$ cat config.mk
export PLATFORM = sky130hd
export DESIGN_NAME = sync_fifo_ctrl
export DESIGN_NICKNAME = d
export VERILOG_FILES = /design/src/rtl/sync_fifo_ctrl.sv
export SDC_FILE = /design/constraint.sdc
export NUM_CORES = 1
export LEC_CHECK = 0
export ABC_AREA = 0
export BUFFER_PORTS_ARGS = -buffer_cell sky130_fd_sc_hd__buf_2
export CAP_MARGIN = 15
export CORE_ASPECT_RATIO = 0.75
export CORE_MARGIN = 4
export CORE_UTILIZATION = 40
export DETAILED_ROUTE_END_ITERATION = 7
export GPL_TIMING_DRIVEN = 0
export PLACE_DENSITY_LB_ADDON = 0.12
export SLEW_MARGIN = 30
export SYNTH_ARGS = -nofsm -noshare
export SYNTH_HDL_FRONTEND = slang
export SYNTH_SLANG_ARGS = --single-unit
$ cat constraint.sdc
create_clock -name clock -period 5.15 [get_ports clock]
set_input_delay 0.515 -clock clock [delete_from_list [all_inputs] [get_ports clock]]
set_output_delay 0.515 -clock clock [all_outputs]
set_load 0.02 [all_outputs]
$ cat src/rtl/sync_fifo_ctrl.sv
// sync_fifo_ctrl: single-clock circular-buffer FIFO with wrap-around pointers,
// push/pop handshake, occupancy count and almost-full/almost-empty flags.
// Optional build macro SYNC_FIFO_ERROR_FLAGS_EN adds sticky overflow/underflow
// outputs and a saturating 16-bit drop_count of rejected pushes.
module sync_fifo_ctrl #(
  parameter int FIFO_SIZE          = 8,
  parameter int DATA_WIDTH         = 32,
  parameter int ALMOST_FULL_LEVEL  = FIFO_SIZE - 2,
  parameter int ALMOST_EMPTY_LEVEL = 2,
  localparam int CW = $clog2(FIFO_SIZE + 1),
  localparam int PW = $clog2(FIFO_SIZE)
) (
  input  logic                  clock,
  input  logic                  clear_n,
  input  logic                  enable,
  input  logic                  push,
  input  logic [DATA_WIDTH-1:0] in_data,
  output logic                  push_ready,
  input  logic                  pop,
  output logic [DATA_WIDTH-1:0] out_data,
  output logic                  out_valid,
  output logic [CW-1:0]         count,
  output logic                  full,
  output logic                  empty,
  output logic                  almost_full,
  output logic                  almost_empty,
`ifdef SYNC_FIFO_ERROR_FLAGS_EN
  output logic                  overflow,
  output logic                  underflow,
  output logic [15:0]           drop_count,
`endif
  output logic                  pushed_last,
  output logic                  popped_last
);

  localparam logic [CW-1:0] FULL_CNT = CW'(FIFO_SIZE);
  localparam logic [CW-1:0] LAST_CNT = CW'(FIFO_SIZE - 1);
  localparam logic [CW-1:0] AF_CNT   = CW'(ALMOST_FULL_LEVEL);
  localparam logic [CW-1:0] AE_CNT   = CW'(ALMOST_EMPTY_LEVEL);
  localparam logic [PW-1:0] PTR_MAX  = PW'(FIFO_SIZE - 1);

  logic [DATA_WIDTH-1:0] mem_q [FIFO_SIZE];

  logic [PW-1:0]         wr_ptr_q, wr_ptr_d;
  logic [PW-1:0]         rd_ptr_q, rd_ptr_d;
  logic [CW-1:0]         count_q, count_d;
  logic [DATA_WIDTH-1:0] out_data_q, out_data_d;
  logic                  out_valid_q, out_valid_d;
  logic                  pushed_last_q, pushed_last_d;
  logic                  popped_last_q, popped_last_d;
  logic                  push_acc, pop_acc;

  // Flags come straight off the registered count.
  assign full         = (count_q == FULL_CNT);
  assign empty        = (count_q == '0);
  assign push_ready   = ~full;
  assign almost_full  = (count_q >= AF_CNT);
  assign almost_empty = (count_q <= AE_CNT);
  assign count        = count_q;
  assign out_data     = out_data_q;
  assign out_valid    = out_valid_q;
  assign pushed_last  = pushed_last_q;
  assign popped_last  = popped_last_q;

  // Handshake acceptance; a full FIFO still takes a push when a pop frees a slot.
  always_comb begin
    pop_acc  = enable & pop & ~empty;
    push_acc = enable & push & (~full | pop_acc);
  end

  // Next-state for pointers, count, read data and event pulses.
  always_comb begin
    wr_ptr_d      = wr_ptr_q;
    rd_ptr_d      = rd_ptr_q;
    count_d       = count_q;
    out_data_d    = out_data_q;
    out_valid_d   = 1'b0;
    pushed_last_d = push_acc & ~pop_acc & (count_q == LAST_CNT);
    popped_last_d = pop_acc & ~push_acc & (count_q == CW'(1));
    if (push_acc)
      wr_ptr_d = (wr_ptr_q == PTR_MAX) ? '0 : wr_ptr_q + PW'(1);
    if (pop_acc) begin
      rd_ptr_d    = (rd_ptr_q == PTR_MAX) ? '0 : rd_ptr_q + PW'(1);
      out_data_d  = mem_q[rd_ptr_q];
      out_valid_d = 1'b1;
    end
    if (push_acc && !pop_acc)
      count_d = count_q + CW'(1);
    else if (pop_acc && !push_acc)
      count_d = count_q - CW'(1);
  end

  // Control state; clear_n wins over any same-cycle push/pop.
  always_ff @(posedge clock) begin
    if (!clear_n) begin
      wr_ptr_q      <= '0;
      rd_ptr_q      <= '0;
      count_q       <= '0;
      out_data_q    <= '0;
      out_valid_q   <= 1'b0;
      pushed_last_q <= 1'b0;
      popped_last_q <= 1'b0;
    end else begin
      wr_ptr_q      <= wr_ptr_d;
      rd_ptr_q      <= rd_ptr_d;
      count_q       <= count_d;
      out_data_q    <= out_data_d;
      out_valid_q   <= out_valid_d;
      pushed_last_q <= pushed_last_d;
      popped_last_q <= popped_last_d;
    end
  end

  // Storage array is never cleared; stale words are unreachable after reset.
  always_ff @(posedge clock) begin
    if (clear_n && push_acc)
      mem_q[wr_ptr_q] <= in_data;
  end

`ifdef SYNC_FIFO_ERROR_FLAGS_EN
  logic        overflow_q, overflow_d;
  logic        underflow_q, underflow_d;
  logic [15:0] drop_count_q, drop_count_d;

  assign overflow   = overflow_q;
  assign underflow  = underflow_q;
  assign drop_count = drop_count_q;

  // Sticky error flags and saturating count of rejected pushes.
  always_comb begin
    overflow_d   = overflow_q | (enable & push & ~push_acc);
    underflow_d  = underflow_q | (enable & pop & empty);
    drop_count_d = drop_count_q;
    if (enable && push && !push_acc && drop_count_q != 16'hFFFF)
      drop_count_d = drop_count_q + 16'd1;
  end

  // Error state clears only on reset.
  always_ff @(posedge clock) begin
    if (!clear_n) begin
      overflow_q   <= 1'b0;
      underflow_q  <= 1'b0;
      drop_count_q <= '0;
    end else begin
      overflow_q   <= overflow_d;
      underflow_q  <= underflow_d;
      drop_count_q <= drop_count_d;
    end
  end
`endif

endmodule

Word level (Yosys, flattened, before mapping). Memories as Yosys holds them, arrays and structs flattened. A register that Yosys moved wholly into a read port is not among the register bits. Cells that the tools add are included.

Flip-flop bits (word level): 13. Memory bits (writable): 256. Output and inout bits: 44. Memories kept: 1.

Memory list: mem_q (words 8, width 32, read ports 1, clocked after Yosys merged registers in 1, write ports 1, line 42) `logic [DATA_WIDTH-1:0] mem_q [FIFO_SIZE];`.

Add/sub/neg operators: 4. Magnitude comparators: 2. Equality and inequality tests: 5. Mux-type cells: 7. Bitwise logic cells: 13. Reduce and logical (&&, ||, !) cells: 8.

Operators by type and width (number): 1-bit bitwise AND (8); 4-bit 2-to-1 mux (2); 3-bit by 1-bit adder with 3-bit output, second input constant (2); 3-bit == test, second input constant (2); 3-bit 2-to-1 mux (2); 4-bit by 1-bit adder with 4-bit output, second input constant (1); 4-bit by 1-bit == test with 1-bit output, second input constant (1); 4-bit by 3-bit == test with 1-bit output, second input constant (1); 4-bit == test, second input constant (1); 4-bit by 3-bit >= comparator with 1-bit output, second input constant (1); 4-bit by 2-bit less-or-equal comparator with 1-bit output, second input constant (1); 4-bit logical NOT (1); 1-bit NOT (4); 4-bit by 1-bit subtractor with 4-bit output, second input constant (1); 1-bit logical AND (3); 1-bit logical NOT (3); 1-bit 2-to-1 mux (3); 2-bit nonzero test (1); 1-bit bitwise OR (1).

Logic depth before layout (Yosys ltp). Gate-level depths: netlist (run 1).

Depth after elaboration: 9. Depth in mapped cells: 10. Gate-level depth less buffers: 9.

Worst setup path before layout (run 1). No wires, ideal clock.

Path type: register to register. From: register count_q[0] (netlist: count[0]). To: memory mem_q[1][0] (enable). Setup time: 0.461 ns. Arrival time: 3.817 ns. Data required time: 4.689 ns. Slack: 0.872 ns. Cell stages (with the launch flop): 8. Buffers on the path: 1. Period minus slack after synthesis: 4.278 ns. Cell sequence: dfxtp_1 inv_1 ha_1 nand3b_1 o211a_1 buf_2 nand3_1 nor3_1.

Elaborated cells on any way between the ends: 10. Classes of those cells: eq/ne (1); mux (2); bitwise (5); reduce/logical (2).

RTL lines: start: declaration (line 46) `logic [CW-1:0] count_q, count_d;`; start signal: assignment (line 106) `count_q <= count_d;`; 4-bit == test (line 54) `assign full = (count_q == FULL_CNT);`; 1-bit NOT; via push_ready (line 18) `output logic push_ready,`; 1-bit bitwise OR (line 68) `push_acc = enable & push & (~full | pop_acc);`; 1-bit bitwise AND (line 68); 1-bit logical AND (line 116) `if (clear_n && push_acc)`; 1-bit 2-to-1 mux (line 116); 1-bit 2-to-1 mux (implied by the code) (line 117) `mem_q[wr_ptr_q] <= in_data;`; end: declaration (line 42).

The timed path passes the listed nets, and every way through them passes these cells.

Worst setup path in the final report (run 1).
From: register count_q[0] (netlist: count[0]). To: memory mem_q[0][31] (enable).

Longest elaborated chain between the ends: 8. Elaborated cells on any way between the ends: 10. Classes of those cells: eq/ne (1); mux (2); bitwise (5); reduce/logical (2).

RTL lines: 4-bit logical NOT (line 55) `assign empty = (count_q == '0);`; 1-bit NOT (line 67) `pop_acc = enable & pop & ~empty;`; 1-bit bitwise AND (line 67); 1-bit bitwise OR * (line 68); 1-bit bitwise AND * (line 68); 1-bit logical AND * (line 116); 1-bit 2-to-1 mux * (line 116); 1-bit 2-to-1 mux (implied by the code) * (line 117).

Every way passes the cells marked *; elsewhere a longest branch is shown, timed or not.

==> results of run 1 <==
==> layout make-up <==
cell class	instances	area, um2
clock buffer	38	791
inverter	5	18.8
multi-input combinational	294	2590
clock inverter	17	175
tap	385	482
buffer	39	256
sequential	301	8590
timing repair buffer	101	751
fill	2358	14400
==> flip-flops by register name, summed over array words and instances, names as in the netlist <==
name	cells
count	4
mem_q	256
out_data	32
out_valid	1
popped_last	1
pushed_last	1
rd_ptr_q	3
wr_ptr_q	3
==> cells in the final DEF (no fill, tap or decap), types with 4 or more instances in the layout <==
| cell type | synthesis | routed |
|---|---|---|
| a21boi_1 | 4 | 4 |
| a21oi_1 | 64 | 64 |
| and2_1 | 5 | 5 |
| buf_16 | 0 | 8 |
| buf_2 | 16 | 95 |
| buf_4 | 1 | 9 |
| buf_6 | 10 | 14 |
| clkbuf_1 | 11 | 18 |
| clkbuf_16 | 0 | 30 |
| clkinv_1 | 0 | 7 |
| dfxtp_1 | 45 | 45 |
| edfxtp_1 | 256 | 256 |
| ha_1 | 10 | 10 |
| inv_1 | 4 | 4 |
| mux2i_1 | 67 | 67 |
| mux4_2 | 32 | 32 |
| nand2_1 | 7 | 7 |
| nand2b_1 | 5 | 5 |
| nand3b_1 | 4 | 4 |
| nor2_4 | 0 | 6 |
| o21ai_0 | 13 | 13 |
| o21ai_1 | 22 | 22 |
| o22ai_1 | 32 | 32 |
==> worst paths after layout <==
path	to	slack [ns]	cells past startpoint
worst min-delay path	mem_q[6][8]	0.23	1
worst min register to register	out_data[6]	0.52	2
worst max-delay path	mem_q[0][31]	2.06	10
worst max register to register	mem_q[0][31]	2.06	10
==> stage by stage <==
stage / instance area (um2) / instances / utilization, %
final: 13700 / 1180 / 48.7
after global routing: 13700 / 1180 / 48.7
after CTS: 13700 / 1180 / 48.7
after detailed placement: 12700 / 1125 / 45.2
after global placement: 12300 / 1103 / 43.8
after floorplan: 11400 / 639 / -
==> cells by family (layout without fill, tap and decap cells) <==
logic type	count (synthesis)	in the layout
AOI/OAI and AO/OA	140	140
xor gates and xnor gates	3	3
muxes	99	99
DFF	301	301
buffers and inverters	44	200
and+or+nand+nor	42	42
adders and majority gates	10	10
==> metal layers <==
layer	wire, um	part of all wire, %
met1	11700	44
met2	12600	48
met3	1360	5.2
met4	593	2.3
met5	30	0.11
==> power by group through the flow <==
stage,sequential [uW],clock (uW),combinational (uW)
finish,2790,2120,854
global route,2800,2280,931
CTS,2790,2170,869
detailed placement,2840,0,866
floorplan,2920,0,494
global placement,2840,0,844
==> metrics, run 1 <==
outcome=finished, final reports clean; fmax=0.324 GHz; CP arrival=3.35 ns; Synth warnings=0; initial antenna violation count=3; grt met3 use=3.12%; routed vias/inst=5.21; placer congestion estimate=0.747; Overall Power=5760 uW; count of cell types in the netlist=37; vias in the first global route=6,378; clk buf depth=3; Starting Density=40.6%; Critical Path Start Type=flip-flop; Total GRT Usage=16.6%; critical path endpoint category=flip-flop; Synth Area in Adders=1.10%; Finish-stage setup viols=0; layout cell share with drive strength beyond 1=26.8%; Lkg Pwr=0.00461 uW; Synth Area in Simple Gates=2.00%; area grow syn2layout=19.8%; Synth area leader=edfxtp_1; number of port buffers=79; Req. time, crit path=5.41 ns; Synth area leaders=edfxtp_1 67%, dfxtp_1 7.9%, mux4_2 6.3%, mux2i_1 5.9%, a21oi_1 2.8%; buffer and inverter count on the worst path=5; Detail Route Antenna Nets=0; Worst-Margin Slew=0.708 ns; VDD IR max=262 uV; Relative slew margins=52.8%; H-Tree Depth=1; critical path type=reg2reg; global-route wire length before repair=39,300 um; drt total wl=26,200 um; PostCTS Resize Cnt=0; largest net degree at the start of global routing=18; slowest cell on the critical path=nor3_2; Switching Power=1450 uW; Residual DRC=0; Seq pwr share=48.4%; grt ovf=0; Comb power frac=14.8%; worst hold start=in_data[8]; sw frac=25.2%; Max Cap Violations=0; met2 usage=27.6%; DR vias=6,153; chip width=203 um; min cycle time layout=3.09 ns; Seq/Total Area, Yosys=75.3%; P per Cell Area=422 nW/um2; drt first pass iters=4; count leader, synth=edfxtp_1; Main synth FF type=edfxtp_1; Period Utilization, post-route=59.9%; share of the synthesized area in the top cell type=67.4%; number of enable flip-flop cells after synthesis=256; Placeable Area=28,100 um2; CTS Sinks=301; hold buffers post-CTS=0; busiest grt layer=met2; unrepaired setup endpoints after global routing=no; syn nets=686; Final Max Tran Viols=0; clock-pin slew on the worst setup and hold paths=0.06 ns; main combinational cell family by area after synthesis=multiplexers; Fin Setup TNS=0 ns; Synth Area in XOR/XNOR=0.230%; synth cell count leaders=256 x edfxtp_1, 67 x mux2i_1, 64 x a21oi_1, 45 x dfxtp_1; antenna cells=0; Setup Skew=0.0143 ns; synthesized area=11,400 um2; Hold WC Path Type=in2reg; CP cell instances=inv_1 > ha_1 > nand3b_1 > o211a_1 > buf_2 > nand3b_1 > nor3_2 > buf_4 > buf_4 > buf_4; mux cell area share after synthesis=12.2%; chip height=154 um; Critical Path Source=count[0]; CTS tree=done; Final #Nets=819; Synth async-reset ratio=0%; # rows=53; Top delay family on crit path=simple AND/OR/NAND/NOR gates; clock power share=36.8%; synthesized instance count=639; reg2reg start=count[0]; CTS root buffer=clkbuf_16; HPWL after DPL=17,400 um; Pint=4310 uW; CP most frequent cell=buf_4; critical path peak fanout=8; I/O pin count=81; die area=31,300 um2; worst skew pair latency=0.55 ns; Post-CTS Setup Repair Bufs=0; cts bufs inserted=30; Synth Area in Compound Gates=6.74%; Final Hold Viols=0; Hold Slack=0.229 ns; Avg Inst Size Synth=17.8 um2; met1 usage in global routing=23.2%; delay of the slowest critical-path stage=0.55 ns; pre-CTS setup slack=2.08 ns; FF+latch count, synth=301; setup ws final=2.06 ns; drt first-iter violations=254; Wirelength per Cell=22.2 um
(Power assumes the default switching activity.)
==> run 2, diff against run 1 <==
ABC_AREA = 1   (was 0)
clock period = 2.5 ns   (was 5.15 ns; I/O delays follow)
==> metrics, run 2 <==
main combinational cell family by area after synthesis=simple AND/OR/NAND/NOR gates; layout cell share with drive strength beyond 1=16.6% (-10 points); # rows=56 (+5.7%); Starting Density=41.1% (+0.47 points); Synth area leaders=edfxtp_1 59%, nand2_1 8.9%, inv_1 7.9%, nand3_1 7.9%, dfxtp_1 6.9%; critical path endpoint category=flip-flop; cts bufs inserted=30 (unchanged); I/O pin count=81 (unchanged); routed vias/inst=4.68 (-10%); most frequent cells in the layout=307 x nand2_1, 275 x inv_1, 256 x edfxtp_1; CTS tree=done; max FFs per register=256 (unchanged); synth cell count leaders=308 x nand2_1, 275 x inv_1, 256 x edfxtp_1, 205 x nand3_1, 45 x dfxtp_1; Final Hold Viols=0 (unchanged); Period Utilization, post-route=95.3% (+35 points); critical path type=reg2reg; P per Cell Area=768 nW/um2 (+82%); placer congestion estimate=0.762 (+2.0%); synthesized area=13,000 um2 (+14%); Req. time, crit path=2.75 ns (-2.66 ns); critical path peak fanout=17 (+9); area grow syn2layout=22.2%; Max Cap Violations=0 (unchanged); Lkg Pwr=0.00696 uW (+51%); Wirelength per Cell=17.8 um (-20%); Final Util=50.3% (+1.6 points); Total GRT Usage=19.2% (+2.6 points); vias in the first global route=8,585 (+35%); Setup Skew=0.0171 ns (+0.00284 ns); FF+latch count, synth=301 (unchanged); CTS Sinks=301 (unchanged); Detail Route Antenna Nets=0 (unchanged); Residual DRC=0 (unchanged); CP arrival=2.63 ns (-0.72 ns); Top reg by flops=mem_q; Hold WC Path Type=in2reg; drt total wl=33,800 um (+29%); number of enable flip-flop cells after synthesis=256 (unchanged); Synth Area in Adders=0.961% (-0.14 points); Placeable Area=31,700 um2 (+13%); Main synth FF type=edfxtp_1; count leader, synth=nand2_1; Synth Area in XOR/XNOR=0.0673% (-0.16 points); chip width=216 um (+6.6%); clk buf depth=3 (unchanged); synthesized instance count=1,271 (+99%); number of port buffers=79 (unchanged); mux cell area share after synthesis=0% (-12 points); Synth warnings=0 (unchanged); DR vias=8,899 (+45%); worst skew pair latency=0.56 ns (about the same); Synth Area in Compound Gates=4.16% (-2.6 points); drt first-iter violations=624 (+150%); fmax=0.420 GHz (+30%); outcome=finished, final reports clean; chip height=164 um (+6.5%); Fin Setup TNS=0 ns (unchanged); Finish-stage setup viols=0 (unchanged); Worst-Margin Slew=0.823 ns (+0.115 ns); clock-pin slew on the worst setup and hold paths=0.06 ns (about the same); Final Max Tran Viols=0 (unchanged); most common cell after layout, fill and taps aside=nand2_1; die area=35,500 um2 (+14%); Synth area leader=edfxtp_1; largest net degree at the start of global routing=18 (unchanged); H-Tree Depth=1 (unchanged); Hold Slack=0.0248 ns (-0.204 ns); VDD IR max=456 uV (+74%); share of the synthesized area in the top cell type=59.0% (-8.4 points); global-route wire length before repair=51,700 um (+31%); min cycle time layout=2.38 ns (-0.704 ns); Avg Inst Size Synth=10.2 um2 (-43%); Synth async-reset ratio=0% (unchanged); drt first pass iters=4 (unchanged); HPWL after DPL=22,200 um (+28%); initial antenna violation count=1 (-2); syn nets=1,318 (+92%); Final #Nets=1,487 (+82%); Relative slew margins=45.1% (-7.6 points); grt ovf=0 (unchanged); Critical Path Start Type=flip-flop; Seq/Total Area, Yosys=66.0% (-9.4 points); Synth Area in Simple Gates=18.0% (+16 points); count of cell types in the netlist=28 (-24%); CTS root buffer=clkbuf_16
-- run 2: cell families after synthesis --
| group | Yosys count |
|---|---|
| compound gates | 79 |
| xor+xnor | 1 |
| fa+ha+maj | 10 |
| buf+inv | 338 |
| flops | 301 |
| simple gates | 542 |
-- run 2: power by group --
part           switching [uW]  leakage, uW  internal, uW  total, uW
registers                80.5      0.00267          5570       5650
clock network            1860     0.000505          2900       4760
logic                    1240      0.00378           573       1810
total                    3180      0.00696          9030      12200
-- run 2: worst paths after layout --
check | cells after the start | slack (ns) | startpoint | to
hold reg to reg | 2 | 0.52 | out_data[30] | out_data[30]
hold / removal | 1 | 0.02 | in_data[7] | mem_q[3][7]
setup reg to reg | 9 | 0.12 | count[1] | mem_q[0][11]
setup / recovery | 9 | 0.12 | count[1] | mem_q[0][11]
-- run 2: stage by stage --
step	setup slack (ns)	cell area (um2)	total power, uW	cells
3_5_place_dp	-0.250	14400	7530	1801
2_1_floorplan	-0.226	13000	6860	1271
6_report	0.119	15900	12200	1900
3_3_place_gp	-1.26	14000	7490	1785
5_1_grt	-0.0149	15900	12700	1900
4_1_cts	0.0214	15900	12300	1897
-- run 2: repair_timing --
item | 4_1_cts | 5_1_grt
hold buffers | 32 | 0
gates resized for setup | 1 | 3
endpoints found under the hold margin | 249 | 0
pin swaps | 4 | 2
endpoints found under the setup margin | 196 | 172
setup buffers | 8 | 2
-- run 2: critical path: stages, from the launching register on --
cell     delay [ns]
dfxtp_1        0.45
inv_1          0.13
ha_1           0.24
inv_1          0.13
nor3_4         0.07
a21oi_4        0.28
nand2_4        0.16
nor2_4         0.21
buf_16         0.20
buf_16         0.18
-- run 2: cell type report --
cell class                      count  area (um2)
Clock inverter                     12         178
Clock buffer                       44         865
Multi-Input combinational cell    632        3090
Inverter                          278        1050
Fill cell                        2883       15800
Buffer                             60         369
Timing Repair Buffer              137        1230
Sequential cell                   301        8590
Tap cell                          435         544
Antenna cell                        1        2.50
-- run 2: layer usage --
layer | GRT usage, % | routed length, um
met4 | 3.58 | 496
met5 | 0 | 0
met3 | 3.14 | 1950
met1 | 27.7 | 16000
met2 | 31.4 | 15400
==> run 3, diff against run 2 <==
ABC_AREA = unset   (was 1)
==> metrics, run 3 (synthesis gave the netlist of run 1 again) <==
Final #Nets=857 (-42%); Relative slew margins=45.1% (about the same); grt ovf=0 (unchanged); drt total wl=26,400 um (-22%); most common cell after layout, fill and taps aside=edfxtp_1; critical path peak fanout=9 (-8); slowest cell on the critical path=dfxtp_4; Lkg Pwr=0.00486 uW (-30%); DR vias=6,275 (-29%); delay of the slowest critical-path stage=0.40 ns (-0.05 ns); CP arrival=2.62 ns (about the same); reg2reg start=count[0]; drt first pass iters=5 (+1); Final Hold Viols=0 (unchanged); Req. time, crit path=2.76 ns (about the same); cts bufs inserted=30 (unchanged); Finish-stage setup viols=0 (unchanged); critical path type=reg2reg; Starting Density=40.6% (-0.47 points); pre-CTS setup slack=-0.224 ns (+0.0268 ns); Wirelength per Cell=21.7 um (+22%); crit path to=mem_q[0][4]; VDD IR max=508 uV (+11%); CTS Sinks=301 (unchanged); I/O pin count=81 (unchanged); clk buf depth=3 (unchanged); largest net degree at the start of global routing=17 (-1); chip height=154 um (-6.1%); fmax=0.425 GHz (+1.3%); max FFs per register=256 (unchanged); area grow syn2layout=25.2%; chip width=203 um (-6.2%); Fillers=2,350 (-18%); min cycle time layout=2.35 ns (-0.0300 ns); Residual DRC=0 (unchanged); Critical Path Start Type=flip-flop; # rows=53 (-5.4%); layout cell share with drive strength beyond 1=27.9% (+11 points); P per Cell Area=863 nW/um2 (+12%); Hold WC Path Type=in2reg; drt first-iter violations=470 (-25%); routed vias/inst=5.15 (+9.9%); antenna cells=0 (-1); HPWL after DPL=17,300 um (-22%); initial antenna violation count=0 (-1); setup ws final=0.149 ns (+0.0300 ns); Top reg by flops=mem_q; Worst Hold Depth=3 (+2); CTS root buffer=clkbuf_16; CTS tree=done; outcome=finished, final reports clean; Worst-Margin Slew=0.823 ns (+0.000226 ns); Fin Setup TNS=0 ns (unchanged); CP cell instances=inv_4 > ha_4 > nand3b_1 > o211a_1 > buf_6 > nand3b_1 > nor3_4 > buf_8 > buf_8; vias in the first global route=6,627 (-23%); Total GRT Usage=17.0% (-2.3 points); Reg2Reg Depth=9 (unchanged); Critical Path Source=count[0]; die area=31,300 um2 (-12%); placer congestion estimate=0.754 (-1.0%); H-Tree Depth=1 (unchanged); Final Util=50.9% (+0.65 points); PostCTS Resize Cnt=0 (-1); worst skew pair latency=0.55 ns (about the same); critical path endpoint category=flip-flop; number of port buffers=79 (unchanged); Overall Power=12,300 uW (+0.85%); Detail Route Antenna Nets=0 (unchanged); Period Utilization, post-route=94.1% (-1.2 points); Max Cap Violations=0 (unchanged); Placeable Area=28,100 um2 (-11%); unrepaired setup endpoints after global routing=no; global-route wire length before repair=40,500 um (-22%); final instance area=14,300 um2 (-10%); most frequent cells in the layout=256 x edfxtp_1, 94 x buf_2, 67 x mux2i_1; Reg2Reg Setup Slack=0.15 ns (+0.03 ns); worst flop-to-flop path endpoint=mem_q[0][4]; clock-pin slew on the worst setup and hold paths=0.06 ns (about the same); Final Max Tran Viols=0 (unchanged); Setup Skew=0.00723 ns (-0.00989 ns); placement-stage cell area=12,800 um2 (-11%)
run 3: changes by cell type in the layout (fill, tap and decap cells not counted), sizes merged, moves of 5 or more:
cell    previous run  this run
and2               0         5
mux4               0        32
nand2b             0         5
nor2              24         9
a21oi             38        65
nand2            309         7
o22ai              0        32
mux2i              0        67
o21ai             41        35
buf              154       135
inv              278         6
clkbuf            55        49
nand3            205         1
a21boi             0         5
run 3: repair_timing:
| item | 4_1_cts | 5_1_grt |
|---|---|---|
| hold buffers | 32 | 0 |
| hold endpoints to repair | 256 | 0 |
| endpoints found under the setup margin | 98 | 40 |
| pin swaps | 4 | 2 |
| setup buffers | 5 | 5 |
| gates cloned | 0 | 0 |
run 3: stage by stage:
step                      hold WS [ns]  cells
after detailed placement         0.507   1121
final                            0.166   1219
after global placement           0.502   1103
after floorplan                  0.349    639
after CTS                        0.139   1214
after global routing             0.180   1219
run 3: cell type report:
type                    instances  area, um2  area share, %
flip-flops and latches        301       8600           60.2
clock buffers                  38        832           5.83
clock inverters                18        224           1.57
plain buffers                  39        263           1.84
well taps                     385        482           3.37
multi-input cells             294       2620           18.4
repair buffers                139       1240           8.66
inverters                       5       23.8          0.166
run 3: metal layers:
| metal | up-vias | GRT usage, % | share of wire [%] | wire, um |
|---|---|---|---|---|
| li1 | 2894 | - | - | - |
| met1 | 3208 | 24.3 | 46 | 12200 |
| met2 | 133 | 27.5 | 48 | 12500 |
| met3 | 40 | 3.16 | 4.4 | 1160 |
| met4 | 0 | 3.52 | 1.8 | 472 |
| met5 | - | 0 | 0 | 0 |
run 3: critical path, delay by kind of cell (launching register included):
kind                       cells  cell delay, ns
buffers and inverters          4            0.54
and+or+nand+nor                3            0.76
AOI/OAI and AO/OA              1            0.18
adders and majority gates      1            0.16
DFF                            1            0.40
run 3: power by group:
part | internal [uW] | leakage, uW | switching (uW)
Sequential | 5630 | 0.00267 | 137
Clock | 2870 | 0.000516 | 1860
Combinational | 760 | 0.00167 | 1070
Total | 9260 | 0.00486 | 3060
run 3: worst min-delay path by stage:
stage / start / end / slack (ns)
global route: clear_n / out_data[28] / 0.18
CTS: clear_n / out_data[31] / 0.14
detailed placement: out_data[4] / out_data[4] / 0.51
global placement: out_data[15] / out_data[15] / 0.50
floorplan: in_data[0] / mem_q[0][0] / 0.35
finish: clear_n / out_data[31] / 0.17
